File: src/rtl/oled_pkg.sv
// Shared constants and types for the OLED mic volume bar path.
package oled_pkg;

  localparam int OLED_W      = 96;
  localparam int OLED_H      = 64;
  localparam int OLED_PIXELS = OLED_W * OLED_H;
  localparam int MIC_MID     = 2048;
  localparam int VOL_MAX     = 15;
  localparam int VOL_W       = 5;
  localparam int MAG_W       = 11;
  localparam int LVL_SHIFT   = 7;

  typedef enum logic [1:0] {
    IDLE,
    EVAL,
    PEND
  } lvl_state_e;

  function automatic logic [MAG_W-1:0] mag_max(input logic [MAG_W-1:0] a,
                                               input logic [MAG_W-1:0] b);
    return (a > b) ? a : b;
  endfunction

endpackage

File: src/rtl/vol_peak_hold.sv
// Peak-hold with decay on per-window levels; the held level is published
// to the display only on a frame start so a frame never shows two values.
module vol_peak_hold
  import oled_pkg::*;
#(
  parameter int HOLD_WINDOWS = 8,
  parameter int DECAY_STEP   = 1
) (
  input  logic             clk,
  input  logic             rst_n,
  input  logic             commit_stb,
  input  logic [VOL_W-1:0] raw_level,
  input  logic             frame_start,
  output logic [VOL_W-1:0] volume,
  output logic             volume_valid
);

  localparam int HC_W = $clog2(HOLD_WINDOWS + 1);

  lvl_state_e       state_reg;
  logic [VOL_W-1:0] held_reg;
  logic [HC_W-1:0]  hold_cnt_reg;
  logic [VOL_W-1:0] volume_reg;
  logic             volume_valid_reg;

  always_ff @(posedge clk or negedge rst_n) begin
    if (!rst_n) begin
      state_reg        <= IDLE;
      held_reg         <= '0;
      hold_cnt_reg     <= '0;
      volume_reg       <= '0;
      volume_valid_reg <= 1'b0;
    end else begin
      volume_valid_reg <= 1'b0;
      unique case (state_reg)
        IDLE: begin
          if (commit_stb) state_reg <= EVAL;
        end
        EVAL: begin
          if (raw_level >= held_reg) begin
            held_reg     <= raw_level;
            hold_cnt_reg <= HC_W'(HOLD_WINDOWS);
          end else if (hold_cnt_reg != '0) begin
            hold_cnt_reg <= hold_cnt_reg - 1'b1;
          end else if (held_reg > VOL_W'(DECAY_STEP)) begin
            held_reg <= held_reg - VOL_W'(DECAY_STEP);
          end else begin
            held_reg <= '0;
          end
          state_reg <= PEND;
        end
        PEND: begin
          // A coincident commit publishes the already-evaluated level first.
          if (frame_start) begin
            volume_reg       <= held_reg;
            volume_valid_reg <= (held_reg != volume_reg);
          end
          if (commit_stb)       state_reg <= EVAL;
          else if (frame_start) state_reg <= IDLE;
        end
        default: state_reg <= IDLE;
      endcase
    end
  end

  assign volume       = volume_reg;
  assign volume_valid = volume_valid_reg;

endmodule

File: src/rtl/mic_volume_ctrl.sv
// Mic sample -> windowed peak level -> frame-aligned volume, plus the
// pixel_index to (x, y) mapping for the bar renderer.
module mic_volume_ctrl #(
  parameter int SAMPLE_W     = 12,
  parameter int MIC_MID      = 2048,
  parameter int WINDOW       = 4096,
  parameter int HOLD_WINDOWS = 8,
  parameter int DECAY_STEP   = 1
) (
  input  logic                clk,
  input  logic                rst_n,
  input  logic [SAMPLE_W-1:0] mic_sample,
  input  logic                sample_valid,
  input  logic [12:0]         pixel_index,
  output logic [6:0]          x,
  output logic [5:0]          y,
  output logic [4:0]          volume,
  output logic                volume_valid
);

  import oled_pkg::*;

  localparam int CNT_W = $clog2(WINDOW);
  localparam logic [SAMPLE_W-1:0] MID     = SAMPLE_W'(MIC_MID);
  localparam logic [SAMPLE_W-1:0] MAG_TOP = SAMPLE_W'((1 << MAG_W) - 1);

  logic [SAMPLE_W-1:0] abs_diff;
  logic [MAG_W-1:0]    mag;
  logic [MAG_W-1:0]    acc_next;
  logic [MAG_W-1:0]    acc_max_reg;
  logic [MAG_W-1:0]    peak_reg;
  logic [CNT_W-1:0]    win_cnt_reg;
  logic                commit_stb_reg;
  logic [VOL_W-1:0]    raw_level;

  // Offset-binary to magnitude; only a full-negative sample needs clipping.
  assign abs_diff = (mic_sample >= MID) ? (mic_sample - MID) : (MID - mic_sample);
  assign mag      = (abs_diff > MAG_TOP) ? MAG_TOP[MAG_W-1:0] : abs_diff[MAG_W-1:0];
  assign acc_next = mag_max(acc_max_reg, mag);

  always_ff @(posedge clk or negedge rst_n) begin
    if (!rst_n) begin
      acc_max_reg    <= '0;
      peak_reg       <= '0;
      win_cnt_reg    <= '0;
      commit_stb_reg <= 1'b0;
    end else begin
      commit_stb_reg <= 1'b0;
      if (sample_valid) begin
        if (win_cnt_reg == CNT_W'(WINDOW - 1)) begin
          peak_reg       <= acc_next;
          acc_max_reg    <= '0;
          win_cnt_reg    <= '0;
          commit_stb_reg <= 1'b1;
        end else begin
          acc_max_reg <= acc_next;
          win_cnt_reg <= win_cnt_reg + 1'b1;
        end
      end
    end
  end

  assign raw_level = VOL_W'(peak_reg >> LVL_SHIFT);

  vol_peak_hold #(
    .HOLD_WINDOWS(HOLD_WINDOWS),
    .DECAY_STEP  (DECAY_STEP)
  ) u_peak_hold (
    .clk         (clk),
    .rst_n       (rst_n),
    .commit_stb  (commit_stb_reg),
    .raw_level   (raw_level),
    .frame_start (pixel_index == 13'd0),
    .volume      (volume),
    .volume_valid(volume_valid)
  );

  logic [12:0] rem;
  logic [5:0]  row;
  logic        in_range;
  logic [6:0]  x_reg;
  logic [5:0]  y_reg;

  // Restoring division by 96: one compare-subtract per quotient bit.
  always_comb begin
    rem = pixel_index;
    row = '0;
    for (int i = 5; i >= 0; i--) begin
      if (rem >= 13'(OLED_W << i)) begin
        rem    = rem - 13'(OLED_W << i);
        row[i] = 1'b1;
      end
    end
  end

  assign in_range = (pixel_index < 13'(OLED_PIXELS));

  always_ff @(posedge clk or negedge rst_n) begin
    if (!rst_n) begin
      x_reg <= '0;
      y_reg <= '0;
    end else begin
      x_reg <= in_range ? rem[6:0] : 7'd0;
      y_reg <= in_range ? (6'(OLED_H - 1) - row) : 6'd0;
    end
  end

  assign x = x_reg;
  assign y = y_reg;

endmodule

File: config.mk
export PLATFORM = sky130hd
export DESIGN_NAME = mic_volume_ctrl
export DESIGN_NICKNAME = d
export VERILOG_FILES = /design/src/rtl/oled_pkg.sv /design/src/rtl/vol_peak_hold.sv /design/src/rtl/mic_volume_ctrl.sv
export SDC_FILE = /design/constraint.sdc
export NUM_CORES = 1
export LEC_CHECK = 0
export BUFFER_PORTS_ARGS = -buffer_cell sky130_fd_sc_hd__buf_4
export CAP_MARGIN = 20
export CORE_MARGIN = 4
export CORE_UTILIZATION = 60
export DETAILED_ROUTE_END_ITERATION = 6
export GPL_TIMING_DRIVEN = 0
export PLACE_DENSITY = 0.89
export SETUP_SLACK_MARGIN = 0.2
export SLEW_MARGIN = 20
export SYNTH_ARGS = -nofsm -noshare
export SYNTH_HDL_FRONTEND = slang
export SYNTH_SLANG_ARGS = --single-unit
File: constraint.sdc
create_clock -name clk -period 3.35 [get_ports clk]
set_input_delay 0.335 -clock clk [delete_from_list [all_inputs] [get_ports clk]]
set_output_delay 0.335 -clock clk [all_outputs]
set_load 0.05 [all_outputs]
# Word level (Yosys, flattened, before mapping)
# Index checks and enable logic that the tools add are counted.
[totals]
regBits = 65
latch_bits = 0
mem_bits_rw = 0
romBits = 0
output_inout_bits = 19
word_cells = 83
mem_count = 0
[classes]
add_sub_neg = 12
multipliers = 0
n_div = 0
magnitude_cmp = 12
eq_ne = 7
n_shift = 0
muxes = 32
n_bitwise = 0
reduce_logical = 9
[ops]
columns = ["op", "n"]
rows = [
  ["13-bit two-way mux", 5],
  ["11-bit two-way mux", 3],
  ["12-bit two-way mux", 2],
  ["5-bit two-way mux", 3],
  ["7-bit two-way mux", 2],
  ["13-bit by 10-bit greater-or-equal comparator with 1-bit output, second input constant", 1],
  ["13-bit by 11-bit greater-or-equal comparator with 1-bit output, second input constant", 1],
  ["13-bit by 12-bit greater-or-equal comparator with 1-bit output, second input constant", 1],
  ["13-bit by 7-bit greater-or-equal comparator with 1-bit output, second input constant", 1],
  ["13-bit by 8-bit greater-or-equal comparator with 1-bit output, second input constant", 1],
  ["13-bit by 9-bit greater-or-equal comparator with 1-bit output, second input constant", 1],
  ["13-bit logical NOT", 1],
  ["13-bit < comparator, second input constant", 1],
  ["13-bit by 10-bit subtractor with 13-bit output, second input constant", 1],
  ["13-bit by 11-bit subtractor with 13-bit output, second input constant", 1],
  ["13-bit by 12-bit subtractor with 13-bit output, second input constant", 1],
  ["13-bit by 8-bit subtractor with 13-bit output, second input constant", 1],
  ["13-bit by 9-bit subtractor with 13-bit output, second input constant", 1],
  ["12-bit by 1-bit adder with 12-bit output, second input constant", 1],
  ["12-bit == test, second input constant", 1],
  ["12-bit greater-or-equal comparator, second input constant", 1],
  ["12-bit by 11-bit > comparator with 1-bit output, second input constant", 1],
  ["12-bit subtractor, first input constant", 1],
  ["12-bit subtractor, second input constant", 1],
  ["other kinds (22)", 38],
]

# Logic depth before layout (Yosys ltp)
# Gate-level depths: netlist (run 1).
[logic_depth]
word_depth = 14
ltp_mapped = 33
depth_no_buf = 32

# By module
# A second synthesis (run 1) with hierarchy kept.
[hier_totals]
cells_unflattened = 476
area_unflattened_um2 = 4312.9
[modules_own_cells]
columns = ["mod", "instances", "cells_each", "area_per_inst_um2"]
rows = [
  ["mic_volume_ctrl", 1, 369, 3261.9],
  ["vol_peak_hold", 1, 107, 1051.0],
]

# Worst setup path after synthesis (run 1)
# OpenSTA, ideal clock, no wires.
[synth_path]
path_kind = "input -> register"
start = "input pixel_index[10]"
end = "register x_reg[6] (netlist: x[6])"
setup_ns = 0.132
t_arrival_ns = 6.845
slack_ns = -3.627
cell_stages = 33
path_cell_list = "ha_1 > nor4b_4 > a31o_2 > inv_4 > xnor2_1 > ha_1 > nor2_1 > o21a_1 > a31o_2 > o21ai_0 > nand2_1 > ha_1 > nand2_1 > o21ai_0 > or3_4 > o31a_1 > ha_1 > clkbuf_1 > or2_2 > o32a_2 > nor3_2 > xnor2_1 > ha_1 > inv_1 > nor4_1 > a211o_1 > nor3_1 > mux2i_1 > ha_1 > or3_1 > a222oi_1 > nor2b_1 > nor3_2"
[synth_via]
elab_chain_len = 13
word_cells_on_any_way = 20
classes_between = "add/sub (6); order compare (7); mux (7)"
[synth_rtl]
columns = ["element", "line", "rtl"]
rows = [
  ["start: declaration", "mic_volume_ctrl.sv:14", "input logic [12:0] pixel_index,"],
  ["13-bit by 12-bit subtractor with 13-bit output or 13-bit by 12-bit greater-or-equal comparator with 1-bit output (tied branches)", "mic_volume_ctrl.sv:90, mic_volume_ctrl.sv:89", ""],
  ["13-bit two-way mux", "mic_volume_ctrl.sv:89", "if (rem >= 13'(OLED_W << i)) begin"],
  ["13-bit by 11-bit subtractor with 13-bit output or 13-bit by 11-bit greater-or-equal comparator with 1-bit output (tied branches)", "mic_volume_ctrl.sv:90, mic_volume_ctrl.sv:89", ""],
  ["13-bit two-way mux", "mic_volume_ctrl.sv:89", ""],
  ["13-bit by 10-bit subtractor with 13-bit output or 13-bit by 10-bit greater-or-equal comparator with 1-bit output (tied branches)", "mic_volume_ctrl.sv:90, mic_volume_ctrl.sv:89", ""],
  ["13-bit two-way mux", "mic_volume_ctrl.sv:89", ""],
  ["13-bit by 9-bit subtractor with 13-bit output or 13-bit by 9-bit greater-or-equal comparator with 1-bit output (tied branches)", "mic_volume_ctrl.sv:90, mic_volume_ctrl.sv:89", ""],
  ["13-bit two-way mux", "mic_volume_ctrl.sv:89", ""],
  ["13-bit by 8-bit subtractor with 13-bit output or 13-bit by 8-bit greater-or-equal comparator with 1-bit output (tied branches)", "mic_volume_ctrl.sv:90, mic_volume_ctrl.sv:89", ""],
  ["13-bit two-way mux", "mic_volume_ctrl.sv:89", ""],
  ["13-bit by 7-bit greater-or-equal comparator with 1-bit output or 7-bit subtractor (tied branches)", "mic_volume_ctrl.sv:89, mic_volume_ctrl.sv:90", ""],
  ["7-bit two-way mux", "mic_volume_ctrl.sv:89", ""],
  ["7-bit two-way mux *", "mic_volume_ctrl.sv:103", "x_reg <= in_range ? rem[6:0] : 7'd0;"],
  ["end signal: assignment", "mic_volume_ctrl.sv:103", ""],
  ["end: declaration", "mic_volume_ctrl.sv:81", "logic [6:0] x_reg;"],
]
# Every way passes the cells marked *; elsewhere a longest branch is shown, timed or not.
# A chain may end at the register's enable or synchronous reset.

# Worst setup path in the final report (run 1)
[layout_path]
start = "input pixel_index[5]"
end = "register x_reg[6] (netlist: x[6])"
# Same word-level chain as after synthesis.

==> results by group, run 1 <==
Worst setup path
  – Most frequent cell on the critical path: sky130_fd_sc_hd__ha_2
  – Critical-path top delay cell: sky130_fd_sc_hd__nor4_4
  – Category of the most critical setup path: input port to flip-flop
  – Critical path data arrival time: 6.41 ns
  – Startpoint type of the worst setup path: input port
  – Category of the worst setup path capture point: flip-flop
  – Critical path fanouts, max: 5
  – Worst stage delay on the critical path: 0.36 ns
  – Required time at the endpoint of the critical path: 3.56 ns

Power
  – Share of power burned in combinational logic: 46.6%
  – Int Power: 1.66 mW
  – Switching Share: 39.6%
  – Leakage power of the design: 2.67 nW
  – Clock share of power: 21.3%
  – Peak supply drop: 0.000307 V
  – Sequential group share of total power: 32.1%
  – Power per cell area: 467 nW/µm²
  – Power spent charging and discharging nets: 1.09 mW

Routing
  – Vias per Instance: 6.66
  – Drt pass-1 iters: 6
  – DRT antenna net count: 0
  – Count of unresolved DRC violations after routing: 0
  – Total Wirelength: 13.9 mm
  – Vias: 4,632
  – Drt wl/cell: 19.9 µm
  – DR iter-0 viols: 644

Placed design
  – Count of buffers from port buffering: 46
  – Placer congestion estimate: 0.956
  – Post-detail-place hpwl: 7.53 mm

Clock tree
  – CTS root buf: sky130_fd_sc_hd__clkbuf_8
  – Number of H-tree branching levels: 3
  – Clock network latency to the later pin of the worst-skew pair: 0.34 ns
  – Max Buffers Root-to-Sink: 2
  – Reg clk slew, reported paths: 0.08 ns
  – Number of clock buffers inserted by TritonCTS: 9
  – Number of clock sinks: 58
  – Clock tree from TritonCTS: yes

Cells and area
  – Ant. Diodes: 0
  – Area Overhead vs Synth: 38.0%
  – Fillers: 335
  – Final net count: 650
  – Flip-flop count of the largest register, all copies and words added: 12
  – Fraction of layout cells with a size suffix above 1: 34.2%
  – Fin util: 86.2%

Outcome
  – Violated checks: setup timing
  – Status: complete, but fails checks

STA
  – Relative max-transition margin: 38.6%
  – Unrepaired setup endpoints after global routing: yes
  – Fmax: 0.161 GHz
  – Min cycle time layout: 6.20 ns
  – Worst clock skew: 0.0126 ns
  – Setup slack after layout: -2.85 ns
  – Period Utilization, post-route: 185%
  – Total Neg Setup Slack: -23.64 ns
  – Final hold slack: 0.0383 ns
  – # setup viols final: 20
  – Final count of hold timing violations: 0
  – Final Max Slew Viols: 0
  – Slew @ Worst Pin: 0.921 ns

Yosys
  – Predominant post-synthesis flop cell: sky130_fd_sc_hd__dfrtp_1
  – Number of instances in the synthesized netlist: 471
  – Post-synthesis instance area: 4270 µm²
  – Synthesized area divided by synthesized cell count: 9.06 µm²
  – Post-synthesis sequential element count: 58
  – Yosys warning total: 0
  – Synthesized netlist net count: 526
  – Share of the yosys chip area belonging to registers: 34.0%
  – FFs w/ async S/R, synth: 100%
  – Count of distinct cell types in the synthesized netlist: 77
  – Post-synth EDFFs: 0

Floorplanning
  – Initial core utilization: 62.4%
  – Die outline area: 8520 µm²
  – Std cell rows: 30
  – Vertical die dimension: 92.3 µm
  – I/O pin count: 47
  – Floorplan Core Area: 6830 µm²
  – DIE WIDTH: 92.3 µm

GRT
  – Initial antenna violation count: 0
  – Global-route wire length before repair: 21.1 mm
  – Total routing resource utilization after global routing: 30.6%
  – Pin count of the biggest net entering global routing: 59
  – Vias in the first global route: 4,355
  – GRT overflow: 0

Min path
  – Path type of the worst min-delay path: input port to asynchronous set/reset pin

Job
  – Max-capacitance violation count: 0
-- synthesized netlist by cell type, types with 3 or more instances --
library cell / n / area, µm²
sky130_fd_sc_hd__a22o_1: 9 / 78.8
sky130_fd_sc_hd__a21oi_1: 24 / 120
sky130_fd_sc_hd__nor4_2: 3 / 37.5
sky130_fd_sc_hd__nand2b_1: 9 / 56.3
sky130_fd_sc_hd__ha_1: 27 / 338
sky130_fd_sc_hd__o21ai_0: 18 / 90.1
sky130_fd_sc_hd__a31oi_1: 7 / 43.8
sky130_fd_sc_hd__a211o_1: 3 / 26.3
sky130_fd_sc_hd__nand3_1: 14 / 70.1
sky130_fd_sc_hd__nor4_1: 6 / 37.5
sky130_fd_sc_hd__o2bb2ai_1: 6 / 52.6
sky130_fd_sc_hd__xor2_1: 6 / 52.6
sky130_fd_sc_hd__o21a_1: 11 / 82.6
sky130_fd_sc_hd__nor2b_1: 9 / 56.3
sky130_fd_sc_hd__or2_2: 3 / 18.8
sky130_fd_sc_hd__o311ai_0: 3 / 26.3
sky130_fd_sc_hd__dfrtp_1: 58 / 1450
sky130_fd_sc_hd__or4_1: 5 / 37.5
sky130_fd_sc_hd__and2_1: 15 / 93.8
sky130_fd_sc_hd__and3_1: 9 / 56.3
sky130_fd_sc_hd__o31a_1: 3 / 26.3
sky130_fd_sc_hd__a31o_2: 3 / 26.3
sky130_fd_sc_hd__mux2_2: 8 / 90.1
sky130_fd_sc_hd__nand2_1: 32 / 120
sky130_fd_sc_hd__nand4_1: 6 / 37.5
sky130_fd_sc_hd__inv_1: 25 / 93.8
sky130_fd_sc_hd__nor2_1: 34 / 128
sky130_fd_sc_hd__xnor2_1: 17 / 149
sky130_fd_sc_hd__nor3_1: 13 / 65.1
sky130_fd_sc_hd__mux2i_1: 9 / 90.1
sky130_fd_sc_hd__clkbuf_1: 12 / 45.0
sky130_fd_sc_hd__or3_1: 4 / 25.0
sky130_fd_sc_hd__a21o_1: 8 / 60.1
-- cell usage in the layout, fill, tap and decap left out, drive strengths merged, types with 4 or more instances in the layout --
cell type and count:
a2111oi 4, a21o 8, a21oi 24, a22o 9
a31oi 7, and2 15, and3 9, buf 118
clkbuf 19, clkinvlp 5, dfrtp 58, ha 27
inv 27, mux2 8, mux2i 9, nand2 32
nand2b 9, nand3 14, nand4 6, nor2 34
nor2b 9, nor3 15, nor4 9, o21a 11
o21ai 19, o2bb2ai 6, o311ai 5, or2 4
or3 5, or4 5, xnor2 17, xor2 6
-- kinds of logic after synthesis --
group                    count (synthesis)  share of synthesized area (%)
adder cells (fa/ha/maj)                 27                           7.92
AO/OA/AOI/OAI                          130                           22.4
flip-flops                              58                           34.0
buffers and inverters                   41                           3.96
AND/OR/NAND/NOR                        175                           22.8
XOR/XNOR                                23                           4.72
multiplexers                            17                           4.22
-- path summary, 6_finish.rpt --
path	start	depth (start not counted)	end	slack, ns
worst min-delay path	rst_n	1	acc_max_reg[3]$_DFFE_PN0P_	0.04
worst min register to register	u_peak_hold.state_reg[0]$_DFFE_PN0P_	1	u_peak_hold.state_reg[0]$_DFFE_PN0P_	0.48
worst max-delay path	pixel_index[5]	34	x[6]$_DFF_PN0_	-2.85
worst max register to register	acc_max_reg[1]$_DFFE_PN0P_	15	acc_max_reg[9]$_DFFE_PN0P_	0.13
max in group asynchronous	rst_n	1	win_cnt_reg[9]$_DFFE_PN0P_	2.81
min in group clk	pixel_index[2]	2	x[2]$_DFF_PN0_	0.22
-- power groups by stage --
stage	combinational [mW]	sequential, mW	clock (mW)
detailed placement	0.972	0.882	0
global placement	0.933	0.879	0
floorplan	0.655	0.953	0
CTS	1.10	0.871	0.588
global route	1.35	0.892	0.623
finish	1.28	0.882	0.586
-- repair_timing --
action                                  4_1_cts  5_1_grt
pin swaps                                    33       21
resized for setup                            31       26
gates cloned                                  1        0
endpoints found under the setup margin       20       20
setup buffers                                49       17
hold buffers                                  0        0
-- per-layer routing --
metal | track usage (%) | routed length, µm | part of all wire, %
met3 | 4.87 | 1160 | 8.4
met4 | 15.2 | 749 | 5.4
met1 | 36.4 | 4990 | 36
met5 | 0 | 0 | 0
met2 | 53.3 | 6950 | 50
-- worst max-delay path, delay by kind of cell --
| kind | cells | cell delay, ns |
|---|---|---|
| compound gates | 9 | 2.03 |
| xor+xnor | 2 | 0.28 |
| fa+ha+maj | 5 | 1.01 |
| buf+inv | 5 | 0.56 |
| mux | 1 | 0.11 |
| simple gates | 12 | 2.03 |
-- area by class of cell --
| cell class | count | area (µm²) | share of cell area [%] |
|---|---|---|---|
| clock buffers | 9 | 124 | 2.10 |
| multi-input cells | 372 | 3000 | 51.0 |
| clock inverters | 7 | 55.1 | 0.935 |
| plain buffers | 15 | 118 | 2.00 |
| inverters | 26 | 100 | 1.70 |
| flip-flops and latches | 58 | 1450 | 24.6 |
| repair buffers | 113 | 920 | 15.6 |
| well taps | 96 | 120 | 2.04 |
-- per-stage QoR --
| stage | setup slack, ns | total power [mW] | area (µm²) | instances |
|---|---|---|---|---|
| 2_1_floorplan | -3.16 | 1.61 | 4460 | 471 |
| 3_3_place_gp | -3.89 | 1.81 | 4920 | 613 |
| 3_5_place_dp | -4.02 | 1.85 | 4920 | 613 |
| 4_1_cts | -2.58 | 2.56 | 5620 | 679 |
| 5_1_grt | -3.05 | 2.87 | 5890 | 696 |
| 6_report | -2.85 | 2.75 | 5890 | 696 |
Note: power is estimated with default switching activity, not from simulation.
==> run 2: changes to the inputs <==
PLACE_DENSITY = 0.86   (was 0.89)
SLEW_MARGIN = 10   (was 20)
==> run 2 against run 1 <==
The flow still finishes with violations (setup timing). Clock-buffer cell count rose by 1. Combinational power rose by 5%. Final cell count grew 0.43%. Die area unchanged. Critical endpoint unchanged. Highest routed layer unchanged.
==> results by group, run 2 (synthesis results as in run 1) <==
GRT
  – Total routing resource utilization after global routing: 31.4% (+0.86 points)
  – GRT overflow: 0 (unchanged)
  – Pin count of the biggest net entering global routing: 59 (unchanged)
  – Initial antenna violation count: 0 (unchanged)
  – Global-route wire length before repair: 21.6 mm (+2.2%)
  – Vias in the first global route: 4,430 (+1.7%)

Placed design
  – Count of buffers from port buffering: 46 (unchanged)
  – Placer congestion estimate: 0.951 (-0.60%)
  – Inst Count DP: 613 (unchanged)
  – Post-detail-place hpwl: 7.42 mm (-1.4%)

Worst setup path
  – Crit path buffers/inverters: 7 (+2)
  – Required time at the endpoint of the critical path: 3.56 ns (about the same)
  – Critical path data arrival time: 6.40 ns (about the same)
  – Most frequent cell on the critical path: sky130_fd_sc_hd__ha_2
  – Startpoint type of the worst setup path: input port
  – Critical-path top delay cell: sky130_fd_sc_hd__nor4_4
  – Critical path fanouts, max: 5 (unchanged)
  – Category of the worst setup path capture point: flip-flop
  – Category of the most critical setup path: input port to flip-flop
  – Worst stage delay on the critical path: 0.38 ns (+0.02 ns)
  – Cell class contributing the biggest share of worst-path delay: compound AO/OA/AOI/OAI gates

Cells and area
  – Commonest cells after routing, fill and taps aside: 106 x sky130_fd_sc_hd__buf_4, 58 x sky130_fd_sc_hd__dfrtp_1, 33 x sky130_fd_sc_hd__nor2_1
  – Ant. Diodes: 0 (unchanged)
  – Fillers: 338 (+0.90%)
  – Area Overhead vs Synth: 38.7%
  – Fraction of layout cells with a size suffix above 1: 34.8% (+0.66 points)
  – Non-Filler Instances: 699 (+0.43%)
  – Final net count: 653 (+0.46%)
  – Leading cell type in the layout, fill and taps excluded: sky130_fd_sc_hd__buf_4
  – Flip-flop count of the largest register, all copies and words added: 12 (unchanged)

STA
  – Unrepaired setup endpoints after global routing: yes
  – Slew @ Worst Pin: 0.980 ns (+0.0593 ns)
  – Fmax: 0.162 GHz (+0.34%)
  – Period Utilization, post-route: 185% (-0.63 points)
  – Setup slack after layout: -2.83 ns (+0.0211 ns)
  – Relative max-transition margin: 34.7% (-4.0 points)
  – # setup viols final: 20 (unchanged)
  – Min cycle time layout: 6.18 ns (-0.0211 ns)
  – Worst clock skew: 0.00775 ns (-0.00489 ns)
  – Final count of hold timing violations: 0 (unchanged)
  – Final hold slack: 0.0397 ns (+0.00136 ns)
  – Final Max Slew Viols: 0 (unchanged)

Routing
  – DRT antenna net count: 0 (unchanged)
  – DR iter-0 viols: 450 (-30%)
  – Vias: 4,713 (+1.7%)
  – Drt pass-1 iters: 7 (+1)
  – Vias per Instance: 6.74 (+1.3%)
  – Count of unresolved DRC violations after routing: 0 (unchanged)
  – Total Wirelength: 14.6 mm (+5.5%)
  – Drt wl/cell: 20.9 µm (+5.0%)

Clock tree
  – CTS root buf: sky130_fd_sc_hd__clkbuf_8
  – Number of H-tree branching levels: 3 (unchanged)
  – Number of clock buffers inserted by TritonCTS: 9 (unchanged)
  – Number of clock sinks: 58 (unchanged)
  – Reg clk slew, reported paths: 0.07 ns (about the same)
  – Cts-stage hold buffer count: 0 (unchanged)
  – Clock network latency to the later pin of the worst-skew pair: 0.35 ns (about the same)
  – Clock tree from TritonCTS: yes
  – Max Buffers Root-to-Sink: 2 (unchanged)

Floorplanning
  – Std cell rows: 30 (unchanged)
  – Die outline area: 8520 µm² (unchanged)
  – Initial core utilization: 62.4% (unchanged)
  – Floorplan Core Area: 6830 µm² (unchanged)
  – Vertical die dimension: 92.3 µm (unchanged)
  – I/O pin count: 47 (unchanged)
  – DIE WIDTH: 92.3 µm (unchanged)

Power
  – Power per cell area: 481 nW/µm² (+2.9%)
  – Leakage power of the design: 2.69 nW (+0.55%)
  – Peak supply drop: 0.000300 V (-2.4%)

Job
  – Max-capacitance violation count: 0 (unchanged)

Min path
  – Path type of the worst min-delay path: input port to asynchronous set/reset pin

Outcome
  – Violated checks: setup timing
  – Status: complete, but fails checks
[run 2: path summary, 6_finish.rpt]
path | from | end | slack [ns] | depth (start not counted)
max reg2reg | acc_max_reg[1]$_DFFE_PN0P_ | acc_max_reg[9]$_DFFE_PN0P_ | -0.05 | 15
max | pixel_index[5] | x[6]$_DFF_PN0_ | -2.83 | 32
min in group clk | pixel_index[2] | x[2]$_DFF_PN0_ | 0.23 | 2
max in group asynchronous | rst_n | x[1]$_DFF_PN0_ | 2.81 | 1
min | rst_n | acc_max_reg[5]$_DFFE_PN0P_ | 0.04 | 1
min reg2reg | win_cnt_reg[8]$_DFFE_PN0P_ | win_cnt_reg[8]$_DFFE_PN0P_ | 0.48 | 1
[run 2: layout make-up]
class,instances,area [µm²],area share [%]
multi-input cells,372,3010,50.9
flip-flops and latches,58,1450,24.5
repair buffers,116,931,15.7
clock buffers,10,138,2.33
well taps,96,120,2.03
plain buffers,15,118,1.99
inverters,26,105,1.78
clock inverters,6,42.5,0.719
[run 2: power breakdown]
group	leakage [nW]	internal, mW	switching [mW]
registers	0.755	0.797	0.0942
clock network	0.0882	0.288	0.316
logic	1.84	0.617	0.731
total	2.69	1.70	1.14
[run 2: repair_timing]
item | 4_1_cts | 5_1_grt
gates cloned | 1 | 0
resized for setup | 36 | 24
pin swaps | 34 | 24
setup endpoints to repair | 20 | 20
setup buffers | 49 | 20
[run 2: stage by stage]
stage | cell area, µm² | setup TNS [ns] | total power [mW] | setup WS (ns) | util, %
2_1_floorplan | 4460 | -23.41 | 1.61 | -3.16 | -
3_3_place_gp | 4920 | -32.30 | 1.82 | -3.91 | 72.1
3_5_place_dp | 4920 | -34.02 | 1.85 | -4.08 | 72.1
4_1_cts | 5650 | -18.60 | 2.59 | -2.60 | 82.7
5_1_grt | 5910 | -27.16 | 2.96 | -2.97 | 86.6
6_report | 5910 | -25.86 | 2.84 | -2.83 | 86.6
[run 2: layer usage]
layer / global-route usage, % / wire (µm) / up-vias / share of wire [%]
li1: - / - / 2020 / -
met1: 38.8 / 5230 / 2260 / 36
met2: 54.2 / 7350 / 350 / 50
met3: 5.52 / 1250 / 83 / 8.5
met4: 13.0 / 774 / 0 / 5.3
met5: 0 / 0 / - / 0
